File: src/rtl/game_pkg.sv
// Shared types and helpers for the Simon game setup/idle control path.
package game_pkg;

  typedef enum logic [2:0] {
    S_IDLE    = 3'd0,
    S_CONFIG  = 3'd1,
    S_READY   = 3'd2,
    S_RUN     = 3'd3,
    S_ATTRACT = 3'd4
  } state_t;

  localparam int unsigned DEF_RESERVED_MODE = 3;
  localparam int unsigned DEF_BASE_LEN      = 8;
  localparam int unsigned DEF_LEN_STEP      = 8;

  // Sequence length = base + level*step, wrapped to seq_w+level_w+1 bits, then
  // saturated to the largest value representable in seq_w bits.
  function automatic int unsigned calc_seq_len(
    input int unsigned base,
    input int unsigned step,
    input int unsigned level,
    input int unsigned seq_w,
    input int unsigned level_w
  );
    longint unsigned calc_mask;
    longint unsigned sat_val;
    longint unsigned raw;
    calc_mask = (64'd1 << (seq_w + level_w + 32'd1)) - 64'd1;
    sat_val   = (64'd1 << seq_w) - 64'd1;
    raw       = (64'(base) + 64'(level) * 64'(step)) & calc_mask;
    return (raw > sat_val) ? 32'(sat_val) : 32'(raw);
  endfunction

  function automatic logic cfg_valid(
    input int unsigned mode,
    input int unsigned level,
    input int unsigned reserved_mode,
    input int unsigned max_level
  );
    return (mode != reserved_mode) && (level <= max_level);
  endfunction

endpackage

File: src/rtl/game_setup_ctrl_inactivity_timer.sv
// Clearable up-counter flagging the last cycle before a programmable timeout.
module inactivity_timer #(
  parameter int unsigned WIDTH    = 20,
  parameter int unsigned TERMINAL = 1000000
) (
  input  logic i_clk,
  input  logic i_reset,
  input  logic i_clear,
  input  logic i_enable,
  output logic o_tc_c
);

  logic [WIDTH-1:0] count;

  always_ff @(posedge i_clk) begin
    if (i_reset) begin
      count <= '0;
    end else if (i_clear) begin
      count <= '0;
    end else if (i_enable) begin
      count <= count + WIDTH'(1);
    end
  end

  // TERMINAL of zero means the timeout never fires.
  generate
    if (TERMINAL == 0) begin : g_no_tc
      assign o_tc_c = 1'b0;
    end else begin : g_tc
      assign o_tc_c = (count == WIDTH'(TERMINAL - 1));
    end
  endgenerate

endmodule

File: src/rtl/game_setup_ctrl.sv
// Setup/idle controller: validates and latches player config, derives sequence
// length, runs the start/done handshake and falls into attract when idle.
module game_setup_ctrl
  import game_pkg::*;
#(
  parameter int unsigned MODE_W         = 2,
  parameter int unsigned LEVEL_W        = 2,
  parameter int unsigned SPEED_W        = 2,
  parameter int unsigned SEQ_LEN_W      = 6,
  parameter int unsigned BASE_LEN       = DEF_BASE_LEN,
  parameter int unsigned LEN_STEP       = DEF_LEN_STEP,
  parameter int unsigned MAX_LEVEL      = 3,
  parameter int unsigned RESERVED_MODE  = DEF_RESERVED_MODE,
  parameter int unsigned ATTRACT_CYCLES = 1000000,
  parameter int unsigned TMR_W          = 20
) (
  input  logic                 i_clk,
  input  logic                 i_reset,
  input  logic                 i_enable,
  input  logic [MODE_W-1:0]    i_mode,
  input  logic [LEVEL_W-1:0]   i_level,
  input  logic [SPEED_W-1:0]   i_speed,
  input  logic                 i_cfg_valid,
  input  logic                 i_start_req,
  input  logic                 i_game_done,
  output logic [MODE_W-1:0]    o_mode,
  output logic [LEVEL_W-1:0]   o_level,
  output logic [SPEED_W-1:0]   o_speed,
  output logic [SEQ_LEN_W-1:0] o_seq_len,
  output logic                 o_cfg_err,
  output logic                 o_start,
  output logic                 o_ready,
  output logic                 o_busy,
  output logic                 o_attract,
  output logic                 o_active
);

  localparam int unsigned RESET_LEN =
    calc_seq_len(BASE_LEN, LEN_STEP, 0, SEQ_LEN_W, LEVEL_W);

  state_t               state;
  state_t               state_n;
  logic                 cfg_ok_c;
  logic                 latch_c;
  logic                 err_c;
  logic                 start_c;
  logic                 tmr_clear_c;
  logic                 tmr_en_c;
  logic                 tmr_tc_c;
  logic [SEQ_LEN_W-1:0] len_c;

  assign cfg_ok_c = cfg_valid(32'(i_mode), 32'(i_level), RESERVED_MODE, MAX_LEVEL);
  assign len_c    = SEQ_LEN_W'(calc_seq_len(BASE_LEN, LEN_STEP, 32'(i_level),
                                            SEQ_LEN_W, LEVEL_W));

  // Inactivity only accumulates while waiting for a config in CONFIG.
  assign tmr_en_c    = (state == S_CONFIG) && !i_cfg_valid;
  assign tmr_clear_c = !i_enable || (state != S_CONFIG) || i_cfg_valid;

  inactivity_timer #(
    .WIDTH    (TMR_W),
    .TERMINAL (ATTRACT_CYCLES)
  ) u_attract_tmr (
    .i_clk    (i_clk),
    .i_reset  (i_reset),
    .i_clear  (tmr_clear_c),
    .i_enable (tmr_en_c),
    .o_tc_c   (tmr_tc_c)
  );

  // Next state plus latch/pulse decisions; enable low overrides everything.
  always_comb begin
    state_n = state;
    latch_c = 1'b0;
    err_c   = 1'b0;
    start_c = 1'b0;
    if (!i_enable) begin
      state_n = S_IDLE;
    end else begin
      case (state)
        S_IDLE: begin
          state_n = S_CONFIG;
        end
        S_CONFIG: begin
          if (i_cfg_valid) begin
            if (cfg_ok_c) begin
              latch_c = 1'b1;
              state_n = S_READY;
            end else begin
              err_c = 1'b1;
            end
          end else if (tmr_tc_c) begin
            state_n = S_ATTRACT;
          end
        end
        S_READY: begin
          if (i_cfg_valid) begin
            latch_c = cfg_ok_c;
            err_c   = !cfg_ok_c;
          end
          // Starting wins over an error report so the two pulses stay exclusive.
          if (i_start_req) begin
            err_c   = 1'b0;
            start_c = 1'b1;
            state_n = S_RUN;
          end
        end
        S_RUN: begin
          if (i_game_done) begin
            state_n = S_READY;
          end
        end
        S_ATTRACT: begin
          if (i_cfg_valid || i_start_req) begin
            state_n = S_CONFIG;
          end
        end
        default: begin
          state_n = S_IDLE;
        end
      endcase
    end
  end

  always_ff @(posedge i_clk) begin
    if (i_reset) begin
      state     <= S_IDLE;
      o_mode    <= '0;
      o_level   <= '0;
      o_speed   <= '0;
      o_seq_len <= SEQ_LEN_W'(RESET_LEN);
      o_cfg_err <= 1'b0;
      o_start   <= 1'b0;
      o_ready   <= 1'b0;
      o_busy    <= 1'b0;
      o_attract <= 1'b0;
      o_active  <= 1'b0;
    end else begin
      state <= state_n;
      if (latch_c) begin
        o_mode    <= i_mode;
        o_level   <= i_level;
        o_speed   <= i_speed;
        o_seq_len <= len_c;
      end
      o_cfg_err <= err_c;
      o_start   <= start_c;
      o_ready   <= (state_n == S_READY);
      o_busy    <= (state_n == S_RUN);
      o_attract <= (state_n == S_ATTRACT);
      o_active  <= (state_n != S_IDLE);
    end
  end

endmodule

File: config.mk
export PLATFORM = sky130hd
export DESIGN_NAME = game_setup_ctrl
export DESIGN_NICKNAME = d
export VERILOG_FILES = /design/src/rtl/game_pkg.sv /design/src/rtl/game_setup_ctrl_inactivity_timer.sv /design/src/rtl/game_setup_ctrl.sv
export SDC_FILE = /design/constraint.sdc
export NUM_CORES = 1
export LEC_CHECK = 0
export BUFFER_PORTS_ARGS = -buffer_cell sky130_fd_sc_hd__buf_4
export CAP_MARGIN = 20
export CORE_UTILIZATION = 50
export DETAILED_ROUTE_END_ITERATION = 6
export PLACE_DENSITY = 0.82
export SYNTH_ARGS = -nofsm -noshare
export SYNTH_HDL_FRONTEND = slang
export SYNTH_SLANG_ARGS = --single-unit
File: constraint.sdc
create_clock -name i_clk -period 4.3 [get_ports i_clk]
set_input_delay 0.43 -clock i_clk [delete_from_list [all_inputs] [get_ports i_clk]]
set_output_delay 0.43 -clock i_clk [all_outputs]
set_load 0.005 [all_outputs]
Word level (Yosys, flattened, before mapping)
Cells that the tools add are included.
{ "word_totals": {"register_bits": 41, "elab_cells": 59, "inputBits": 12, "output_inout_bits": 18} }
{ "classes": {"muxes": 20, "eq_ne": 10, "order_cmp": 1, "bitwise": 2, "n_reduce_logical": 12, "n_addsub": 2} }
{ "ops": {"columns": ["operator", "n"], "rows": [
  ["2-to-1 mux 3 bit", 7],
  ["adder 20 x 1 -> 20 bit (second input constant)", 1],
  ["equality test 20 bit (second input constant)", 1],
  ["case mux 3 bit (5 select lines)", 1],
  ["equality test 3 x 2 -> 1 bit (second input constant)", 4],
  ["2-to-1 mux 1 bit", 9],
  ["adder 4 x 5 -> 6 bit (first input constant)", 1],
  ["equality test 3 bit (second input constant)", 2],
  ["greater-than comparator 6 bit (second input constant)", 1],
  ["2-to-1 mux 6 bit", 1],
  ["case mux 1 bit (2 select lines)", 2],
  ["OR reduction 2 bit", 2],
  ["equality test 3 x 1 -> 1 bit (second input constant)", 1],
  ["logical NOT 1 bit", 3],
  ["logical NOT 3 bit", 1],
  ["logical OR 1 bit", 3],
  ["inequality test 3 x 1 -> 1 bit (second input constant)", 1],
  ["nonzero test 3 bit", 1],
  ["OR reduction 3 bit", 1],
  ["inequality test 2 bit (second input constant)", 1],
  ["inverter 1 bit", 2],
  ["logical AND 1 bit", 1]
]} }

Depth between registers and ports, before layout
Gate-level depths: netlist of run 1.
{ "logic_depth": {"ltp_word": 6, "mapped_depth": 6, "mapped_depth_nobuf": 5} }

Modules after synthesis
From an unflattened synthesis of run 1, not the netlist that was laid out.
{ "unflattened": {"cells_unflattened": 191, "area_unflattened_um2": 1719.1} }
{ "by_module_without_submodules": {"columns": ["mod", "cells_each", "area_each_um2", "seq_area_each_um2", "instances"], "rows": [
  ["inactivity_timer", 113, 957.2, 400.4, 1],
  ["game_setup_ctrl", 78, 762.0, 360.3, 1]
]} }

Worst setup path before layout of run 1
OpenSTA, ideal clock, no wires.
{ "synth_path": {"path_type": "input to register", "start": "input i_cfg_valid", "end": "register u_attract_tmr.count[19]", "t_required_ns": 4.230, "setup_time_ns": 0.070, "path_slack_ns": 2.018, "path_stages": 5, "arrival_ns": 2.212, "n_path_buf": 1, "path_cell_list": "or4b_4 -> or4_1 -> buf_2 -> or4_1 -> a21oi_1"} }
{ "synth_via": {"elab_chain_len": 2, "elab_cells_between_ends": 4, "cone_classes": "4 x reduce/logical"} }
{ "synth_lines": {"columns": ["item", "line_no", "source"], "rows": [
  ["start, declared", "game_setup_ctrl.sv:23", "input logic i_cfg_valid,"],
  ["logical OR 1 bit or logical NOT 1 bit (tied branches)", "game_setup_ctrl.sv:58, game_setup_ctrl.sv:57", null],
  ["OR reduction 2 bit (no source line) or logical AND 1 bit (tied branches)", null, null],
  ["end signal, assigned", "game_setup_ctrl_inactivity_timer.sv:21", "count <= count + WIDTH'(1);"],
  ["end, declared", "game_setup_ctrl_inactivity_timer.sv:13", "logic [WIDTH-1:0] count;"]
]} }
Several ways; a longest one is shown, not always the timed one.
A chain may end at the register's enable or synchronous reset.

Worst setup path after layout of run 1
{ "layout_path": {"start": "register state[0]", "end": "register u_attract_tmr.count[19]"} }
{ "layout_via": {"elab_chain_len": 4, "elab_cells_between_ends": 6, "cone_classes": "2 x eq/ne; 4 x reduce/logical"} }
{ "layout_lines": {"columns": ["item", "line_no", "source"], "rows": [
  ["start, declared", "game_setup_ctrl.sv:41", "state_t state;"],
  ["start signal, assigned", "game_setup_ctrl.sv:139", "state <= state_n;"],
  ["inequality test 3 x 1 -> 1 bit", "game_setup_ctrl.sv:58", "assign tmr_clear_c = !i_enable || (state != S_CONFIG) || i_cfg_valid;"],
  ["logical OR 1 bit (2 in a row)", "game_setup_ctrl.sv:58", null],
  ["OR reduction 2 bit (no source line)", null, null]
]} }
Several ways; a longest one is shown, not always the timed one.

==> results of run 1 <==
## state kept, by name, indices dropped and copies added (netlist names)
register,cells
o_active,1
o_attract,1
o_busy,1
o_cfg_err,1
o_level,2
o_mode,2
o_ready,1
o_seq_len,3
o_speed,2
o_start,1
state,3
u_attract_tmr.count,20
## report_power, final
| group | switching (W) | internal (W) | total [W] | leakage [nW] |
|---|---|---|---|---|
| clock | 0.000113 | 0.0000588 | 0.000172 | 0.0308 |
| sequential | 0.00000312 | 0.000355 | 0.000358 | 0.307 |
| combinational | 0.0000149 | 0.0000173 | 0.0000323 | 0.377 |
| total | 0.000131 | 0.000431 | 0.000563 | 0.715 |
## metal layers
metal,share of wire,vias up
met5,0,-
met4,0.024,0
met1,0.47,577
met3,0.055,7
met2,0.45,33
li1,-,688
## worst max-delay path, delay by kind of cell, from the launching register on
kind / cells / cell delay, ns
AND/OR/NAND/NOR: 3 / 1.73
AO/OA/AOI/OAI: 1 / 0.17
flip-flops: 1 / 0.51
## kinds of logic (layout without fill, tap and decap cells)
family | after synthesis | in the layout
AO/OA/AOI/OAI | 28 | 28
adder cells (fa/ha/maj) | 2 | 2
AND/OR/NAND/NOR | 78 | 78
multiplexers | 8 | 8
other | 1 | 3
flip-flops | 38 | 38
buffers and inverters | 19 | 40
XOR/XNOR | 10 | 10
## layout make-up
cell class	instances	area, um2
Timing Repair Buffer	26	195
Clock buffer	5	37.5
Clock inverter	2	10.0
Tap cell	44	55.1
Multi-Input combinational cell	129	802
Inverter	7	26.3
Sequential cell	38	761
Fill cell	293	1220
## worst paths after layout
path	start	endpoint	slack [ns]	depth (start not counted)
max	state[0]	u_attract_tmr.count[19]	1.82	4
min	i_reset	o_level[0]	0.31	2
max reg2reg	state[0]	u_attract_tmr.count[19]	1.82	4
min reg2reg	o_seq_len[3]	o_seq_len[3]	0.48	1
## layout by cell type, fill, tap and decap left out, types with 3 or more instances in the layout
master	instances
or3_1	6
nand2b_1	4
inv_1	7
nand4_1	3
buf_4	26
a21oi_1	11
nand3_1	8
and2_1	3
nor2_1	23
conb_1	3
o21ai_0	7
dfxtp_1	38
nor3_1	7
xnor2_1	8
mux2i_1	8
clkbuf_4	5
nor4_1	3
nand2_1	7
or4_1	6
## per-stage QoR
stage / hold WS (ns) / setup slack (ns) / cells / power (W) / area [um2]
6_report: 0.310 / 1.82 / 251 / 0.000563 / 1890
3_3_place_gp: 0.444 / 1.81 / 244 / 0.000398 / 1840
3_5_place_dp: 0.453 / 1.74 / 244 / 0.000399 / 1840
4_1_cts: 0.299 / 1.84 / 251 / 0.000569 / 1890
5_1_grt: 0.304 / 1.73 / 251 / 0.000592 / 1890
2_1_floorplan: 0.430 / 2.02 / 186 / 0.000385 / 1660
==> flow_metrics.env, run 1 <==
export IMPL_finalMaxSlewViolations=0
export IMPL_grt_overflow=0
export IMPL_postCtsSetupBuffers=0
export IMPL_critPathMaxStageDelay_ns=0.69
export IMPL_use_met2=0.295
export IMPL_grt_util_all_layers=0.193
export IMPL_dieHeight_um=59.5
export IMPL_fmax_ghz=0.404
export IMPL_grt_first_pass_wirelength_um=5040
export IMPL_crit_path_frequent_cell="or4_1"
export IMPL_drive_above_1_share=0.179
export IMPL_avgSynthCellArea_um2=8.97
export IMPL_path_clk_slew_ns=0.11
export IMPL_crit_slowest_cell="or4_1"
export IMPL_clockRootBuffer="clkbuf_4"
export IMPL_status="complete, no violations"
export IMPL_die_area_um2=3530
export IMPL_synth_flop_cell="dfxtp_1"
export IMPL_htreeDepth=2
export IMPL_period_share=0.576
export IMPL_setup_violations=0
export IMPL_crit_chain="or4b_4 > or4_1 > or4_1 > a21oi_1"
export IMPL_required_ns=4.58
export IMPL_worstPathMaxFanout=10
export IMPL_ys_types=40
export IMPL_synthCells=184
export IMPL_antenna_found_initial=0
export IMPL_seq_area_frac_synth=0.461
export IMPL_gp_congestion=0.822
export IMPL_synth_area_leaders="dfxtp_1 46%, nor2_1 5.2%, mux2i_1 4.9%, xnor2_1 4.2%, a21oi_1 3.3%"
export IMPL_synth_area_um2=1650
export IMPL_min_period_ns=2.48
export IMPL_crit_type="reg2reg"
export IMPL_synth_edf_count=0
export IMPL_critPathLaunchType="flip-flop"
export IMPL_setup_tns_ns=0
export IMPL_drt_total_wl_um=3030
export IMPL_yosys_warnings=0
export IMPL_synth_fa_ha_area_frac=0.0152
export IMPL_met1_usage=0.249
export IMPL_port_buffers=26
export IMPL_wl_per_cell_um=12.1
export IMPL_slew_headroom=0.594
export IMPL_vias=1305
export IMPL_rows=20
export IMPL_synthArstFlopShare=0
export IMPL_tightest_slew_ns=0.607
export IMPL_grt_max_degree=20
export IMPL_synth_common_cells="38 x dfxtp_1, 23 x nor2_1, 11 x a21oi_1"
export IMPL_core_um2=3100
export IMPL_synthMuxAreaShare=0.0485
export IMPL_yosys_area_share_simple=0.258
export IMPL_use_met3=0.0415
export IMPL_synth_compound_area_frac=0.105
export IMPL_yosysTopAreaCell="dfxtp_1"
export IMPL_synth_top_family_by_area="simple AND/OR/NAND/NOR gates"
export IMPL_numCtsBuffers=5
export IMPL_gr_max_usage_layer="met2"
export IMPL_power_density_nw_per_um2=298
export IMPL_drtPass1Iterations=4
export IMPL_diodes=0
export IMPL_rsz0062_at_grt="no"
export IMPL_fin_skew_ns=0.00632
export IMPL_synth_xor_area_share=0.0531
export IMPL_hold_path_class="in2reg"
export IMPL_post_cts_resized=0
export IMPL_cts_hold_buffers_added=0
export IMPL_yosysTopAreaCellShare=0.461
export IMPL_dp_hpwl_um=2200
export IMPL_vdd_drop_max_mv=0.157
export IMPL_cp_arrival_ns=2.75
export IMPL_fin_util=0.608
export IMPL_p_leak_nw=0.715
export IMPL_drtIter0Drc=63
export IMPL_cap_violations=0
export IMPL_drc=0
export IMPL_cts_path_max_buffers=2
export IMPL_routed_via_density=5.20
export IMPL_io_pins=30
export IMPL_grt_pass1_vias=1122
export IMPL_crit_path_end_kind="flip-flop"
export IMPL_area_growth_pct=14.3
export IMPL_initial_core_util=0.532
export IMPL_clk_latency_ns=0.34
export IMPL_antenna_left=0
export IMPL_die_w_um=59.5
export IMPL_synth_most_common_cell="dfxtp_1"
export IMPL_hold_viol=0
export IMPL_cts_sinks=38
export IMPL_ys_ff_latch=38
export IMPL_fin_nets=221
export IMPL_tritoncts="done"
(Power assumes the default switching activity.)
==> inputs of run 2 (changes only) <==
Clock period 4.3 ns to 2.6 ns, I/O delays scaled along.
==> flow_metrics.env, run 2 (synthesized netlist as in run 1, its figures left out) <==
export IMPL_ff2ff_path_depth=4
export IMPL_cts_path_max_buffers=2
export IMPL_area_growth_pct=20.0
export IMPL_drc=0
export IMPL_grt_max_degree=20
export IMPL_p_leak_nw=0.763
export IMPL_path_clk_slew_ns=0.12
export IMPL_initial_core_util=0.532
export IMPL_fillers=284
export IMPL_die_w_um=59.5
export IMPL_wl_per_cell_um=12.1
export IMPL_drt_total_wl_um=3100
export IMPL_postCtsSetupBuffers=0
export IMPL_vdd_drop_max_mv=0.460
export IMPL_dieHeight_um=59.5
export IMPL_min_period_ns=2.27
export IMPL_setup_tns_ns=0
export IMPL_rsz0062_at_grt="no"
export IMPL_hold_path_class="in2reg"
export IMPL_met1_usage=0.242
export IMPL_die_area_um2=3530
export IMPL_gr_max_usage_layer="met2"
export IMPL_largest_register="u_attract_tmr.count"
export IMPL_grt_first_pass_wirelength_um=5310
export IMPL_required_ns=2.89
export IMPL_gp_congestion=0.804
export IMPL_critPathLaunchType="flip-flop"
export IMPL_grt_pass1_vias=1257
export IMPL_finalMaxSlewViolations=0
export IMPL_largest_register_ffs=20
export IMPL_clockRootBuffer="clkbuf_4"
export IMPL_mostFrequentLayoutCells="38 x dfxtp_1, 30 x buf_4, 23 x nor2_1"
export IMPL_cts_hold_buffers_added=0
export IMPL_routed_via_density=5.29
export IMPL_fin_skew_ns=0.0136
export IMPL_status="complete, no violations"
export IMPL_reg_largest_list="u_attract_tmr.count (20), o_seq_len (3), state (3)"
export IMPL_vias=1353
export IMPL_crit_path_end_kind="flip-flop"
export IMPL_fin_area_um2=1980
export IMPL_grt_util_all_layers=0.203
export IMPL_fin_nets=225
export IMPL_antenna_left=0
export IMPL_io_pins=30
export IMPL_antenna_found_initial=0
export IMPL_hold_viol=0
export IMPL_htreeDepth=2
export IMPL_layout_commonest_cell="dfxtp_1"
export IMPL_drtPass1Iterations=4
export IMPL_tritoncts="done"
export IMPL_cap_violations=0
export IMPL_power_density_nw_per_um2=590
export IMPL_post_cts_resized=0
export IMPL_cts_sinks=38
export IMPL_setup_violations=0
export IMPL_holdPathStages=3
export IMPL_grt_overflow=0
export IMPL_cp_arrival_ns=2.56
export IMPL_rows=20
export IMPL_use_met3=0.0611
export IMPL_port_buffers=26
export IMPL_clk_latency_ns=0.35
export IMPL_drive_above_1_share=0.198
export IMPL_dpl_cell_area_um2=1870
export IMPL_period_share=0.873
export IMPL_core_um2=3100
export IMPL_diodes=0
export IMPL_fmax_ghz=0.440
export IMPL_crit_type="reg2reg"
export IMPL_dp_hpwl_um=2150
export IMPL_worstPathMaxFanout=9
export IMPL_drtIter0Drc=81
export IMPL_numCtsBuffers=5
export IMPL_use_met2=0.342
[run 2: layout make-up]
| type | count | area (um2) | share of cell area |
|---|---|---|---|
| Multi-Input combinational cell | 129 | 802 | 0.405 |
| Sequential cell | 38 | 761 | 0.384 |
| Timing Repair Buffer | 30 | 225 | 0.114 |
| Clock inverter | 2 | 60.1 | 0.0303 |
| Tap cell | 44 | 55.1 | 0.0278 |
| Clock buffer | 6 | 51.3 | 0.0259 |
| Inverter | 7 | 26.3 | 0.0133 |
[run 2: critical path, stage by stage, from the launching register on]
cell	delay, ns
dfxtp_1	0.33
or4b_4	0.53
or4_1	0.70
or4_1	0.51
a21oi_1	0.14
[run 2: routing by layer]
metal | vias to the layer above | part of all wire | wire length [um]
met2 | 40 | 0.46 | 1420
met1 | 617 | 0.46 | 1420
met5 | - | 0 | 0
met4 | 0 | 0.015 | 45
met3 | 5 | 0.069 | 214
li1 | 691 | - | -
[run 2: path summary, 6_finish.rpt]
kind	start	end	slack (ns)
setup / recovery	state[1]	u_attract_tmr.count[19]	0.33
hold / removal	i_speed[0]	o_speed[0]	0.14
setup reg to reg	state[1]	u_attract_tmr.count[19]	0.33
hold reg to reg	o_seq_len[3]	o_seq_len[3]	0.48
[run 2: stage by stage]
| stage | std cells | utilization | worst slack [ns] | hold slack (ns) | total power [W] |
|---|---|---|---|---|---|
| after global routing | 256 | 0.638 | 0.248 | 0.128 | 0.00122 |
| after floorplan | 186 | - | 0.384 | 0.392 | 0.000636 |
| after CTS | 256 | 0.638 | 0.338 | 0.136 | 0.00118 |
| final | 256 | 0.638 | 0.329 | 0.136 | 0.00117 |
| after global placement | 248 | 0.602 | 0.272 | 0.445 | 0.000661 |
| after detailed placement | 248 | 0.602 | 0.235 | 0.451 | 0.000661 |
[run 2: power breakdown]
group	switching, W	internal (W)	total [W]
sequential	0.00000254	0.000588	0.000590
combinational	0.0000273	0.0000307	0.0000579
clock	0.000194	0.000326	0.000520
total	0.000224	0.000944	0.00117
==> inputs of run 3 (changes only) <==
Settings changed: CORE_UTILIZATION 50 to 41, PLACE_DENSITY 0.82 to 0.71.
==> flow_metrics.env, run 3 (synthesized netlist as in run 1, its figures left out) <==
export IMPL_slew_headroom=0.600
export IMPL_setup_slack_ns=0.341
export IMPL_setup_tns_ns=0
export IMPL_reg_largest_list="u_attract_tmr.count (20), o_seq_len (3), state (3)"
export IMPL_hold_path_class="in2reg"
export IMPL_critPathLaunchType="flip-flop"
export IMPL_fillers=360
export IMPL_drc=0
export IMPL_crit_path_frequent_cell="or4_1"
export IMPL_wl_per_cell_um=11.3
export IMPL_crit_cells=4
export IMPL_largest_register_ffs=20
export IMPL_grt_pass1_vias=1158
export IMPL_die_w_um=65.4
export IMPL_rows=22
export IMPL_drtIter0Drc=60
export IMPL_fin_skew_ns=0.00577
export IMPL_required_ns=2.82
export IMPL_critPathTopFamily="simple AND/OR/NAND/NOR gates"
export IMPL_finalMaxSlewViolations=0
export IMPL_layout_commonest_cell="dfxtp_1"
export IMPL_port_buffers=26
export IMPL_min_period_ns=2.26
export IMPL_grt_first_pass_wirelength_um=5010
export IMPL_tritoncts="done"
export IMPL_area_growth_pct=20.0
export IMPL_power_density_nw_per_um2=568
export IMPL_clockRootBuffer="clkbuf_8"
export IMPL_io_pins=30
export IMPL_htreeDepth=2
export IMPL_ff2ff_path_depth=4
export IMPL_grt_max_degree=20
export IMPL_die_area_um2=4280
export IMPL_dp_hpwl_um=2160
export IMPL_path_clk_slew_ns=0.07
export IMPL_initial_core_util=0.438
export IMPL_tightest_slew_ns=0.598
export IMPL_vias=1283
export IMPL_drtPass1Iterations=4
export IMPL_cap_violations=0
export IMPL_status="complete, no violations"
export IMPL_drive_above_1_share=0.189
export IMPL_crit_path_end_kind="flip-flop"
export IMPL_antenna_found_initial=0
export IMPL_rsz0062_at_grt="no"
export IMPL_fmax_ghz=0.443
export IMPL_place_ws_ns=0.245
export IMPL_postCtsSetupBuffers=0
export IMPL_fin_util=0.525
export IMPL_grt_overflow=0
export IMPL_cts_sinks=38
export IMPL_drt_total_wl_um=2930
export IMPL_antenna_left=0
export IMPL_cp_arrival_ns=2.48
export IMPL_critPathMaxStageDelay_ns=0.69
export IMPL_largest_register="u_attract_tmr.count"
export IMPL_crit_slowest_cell="or4_1"
export IMPL_post_cts_resized=0
export IMPL_period_share=0.869
export IMPL_routed_via_density=4.93
export IMPL_setup_violations=0
export IMPL_diodes=0
export IMPL_core_um2=3770
export IMPL_crit_chain="or4b_4 > or4_1 > or4_1 > a21oi_1"
export IMPL_cts_path_max_buffers=2
export IMPL_mostFrequentLayoutCells="38 x dfxtp_1, 30 x buf_4, 23 x nor2_1"
export IMPL_p_leak_nw=0.757
export IMPL_hold_viol=0
export IMPL_worst_path_buf_inv=0
export IMPL_gp_congestion=0.787
export IMPL_cts_hold_buffers_added=0
export IMPL_vdd_drop_max_mv=0.227
export IMPL_holdPathStages=3
export IMPL_crit_type="reg2reg"
export IMPL_numCtsBuffers=5
export IMPL_fin_nets=225
export IMPL_clk_latency_ns=0.29
export IMPL_worstPathMaxFanout=9
export IMPL_dieHeight_um=65.4
export IMPL_grt_util_all_layers=0.154
## run 3: cell count changes in the layout (fill, tap and decap cells not counted)
cell and change:
clkbuf_4 -5, bufinv_16 -1, clkbuf_1 +2, clkbuf_8 +4
## run 3: worst paths after layout
path	slack, ns	end	start
worst max-delay path	0.34	u_attract_tmr.count[19]	state[1]
worst min-delay path	0.21	o_speed[1]	i_speed[1]
worst max register to register	0.34	u_attract_tmr.count[19]	state[1]
worst min register to register	0.47	o_seq_len[3]	o_seq_len[3]
## run 3: per-layer routing
metal  wire, um  up-vias  share of wire  GRT usage
met2       1260       24           0.43      0.240
met5          0        -              0          0
met1       1490      558           0.51      0.195
met4         59        0          0.020     0.0734
li1           -      695              -          -
met3        122        6          0.042     0.0417
## run 3: tightest hold or removal path, stage by stage
cell	delay, ns
buf_4	0.07
mux2i_1	0.05
nor2_1	0.07
## run 3: cell type report
cell class / count / area, um2 / area share
tap: 48 / 60.1 / 0.0303
clock inverter: 1 / 30.0 / 0.0152
timing repair buffer: 30 / 225 / 0.114
inverter: 7 / 26.3 / 0.0133
sequential: 38 / 761 / 0.384
clock buffer: 7 / 76.3 / 0.0385
multi-input combinational: 129 / 802 / 0.405
## run 3: power by group
| part | internal [W] | total, W | switching [W] |
|---|---|---|---|
| Clock | 0.000287 | 0.000479 | 0.000192 |
| Sequential | 0.000587 | 0.000590 | 0.00000242 |
| Combinational | 0.0000303 | 0.0000570 | 0.0000268 |
| Total | 0.000905 | 0.00113 | 0.000221 |
## run 3: per-stage QoR
| stage | hold WS (ns) | area, um2 | total power (W) | cells |
|---|---|---|---|---|
| after floorplan | 0.392 | 1660 | 0.000636 | 186 |
| after global placement | 0.448 | 1870 | 0.000660 | 252 |
| after detailed placement | 0.455 | 1870 | 0.000661 | 252 |
| after CTS | 0.206 | 1980 | 0.00114 | 260 |
| after global routing | 0.215 | 1980 | 0.00118 | 260 |
| final | 0.210 | 1980 | 0.00113 | 260 |
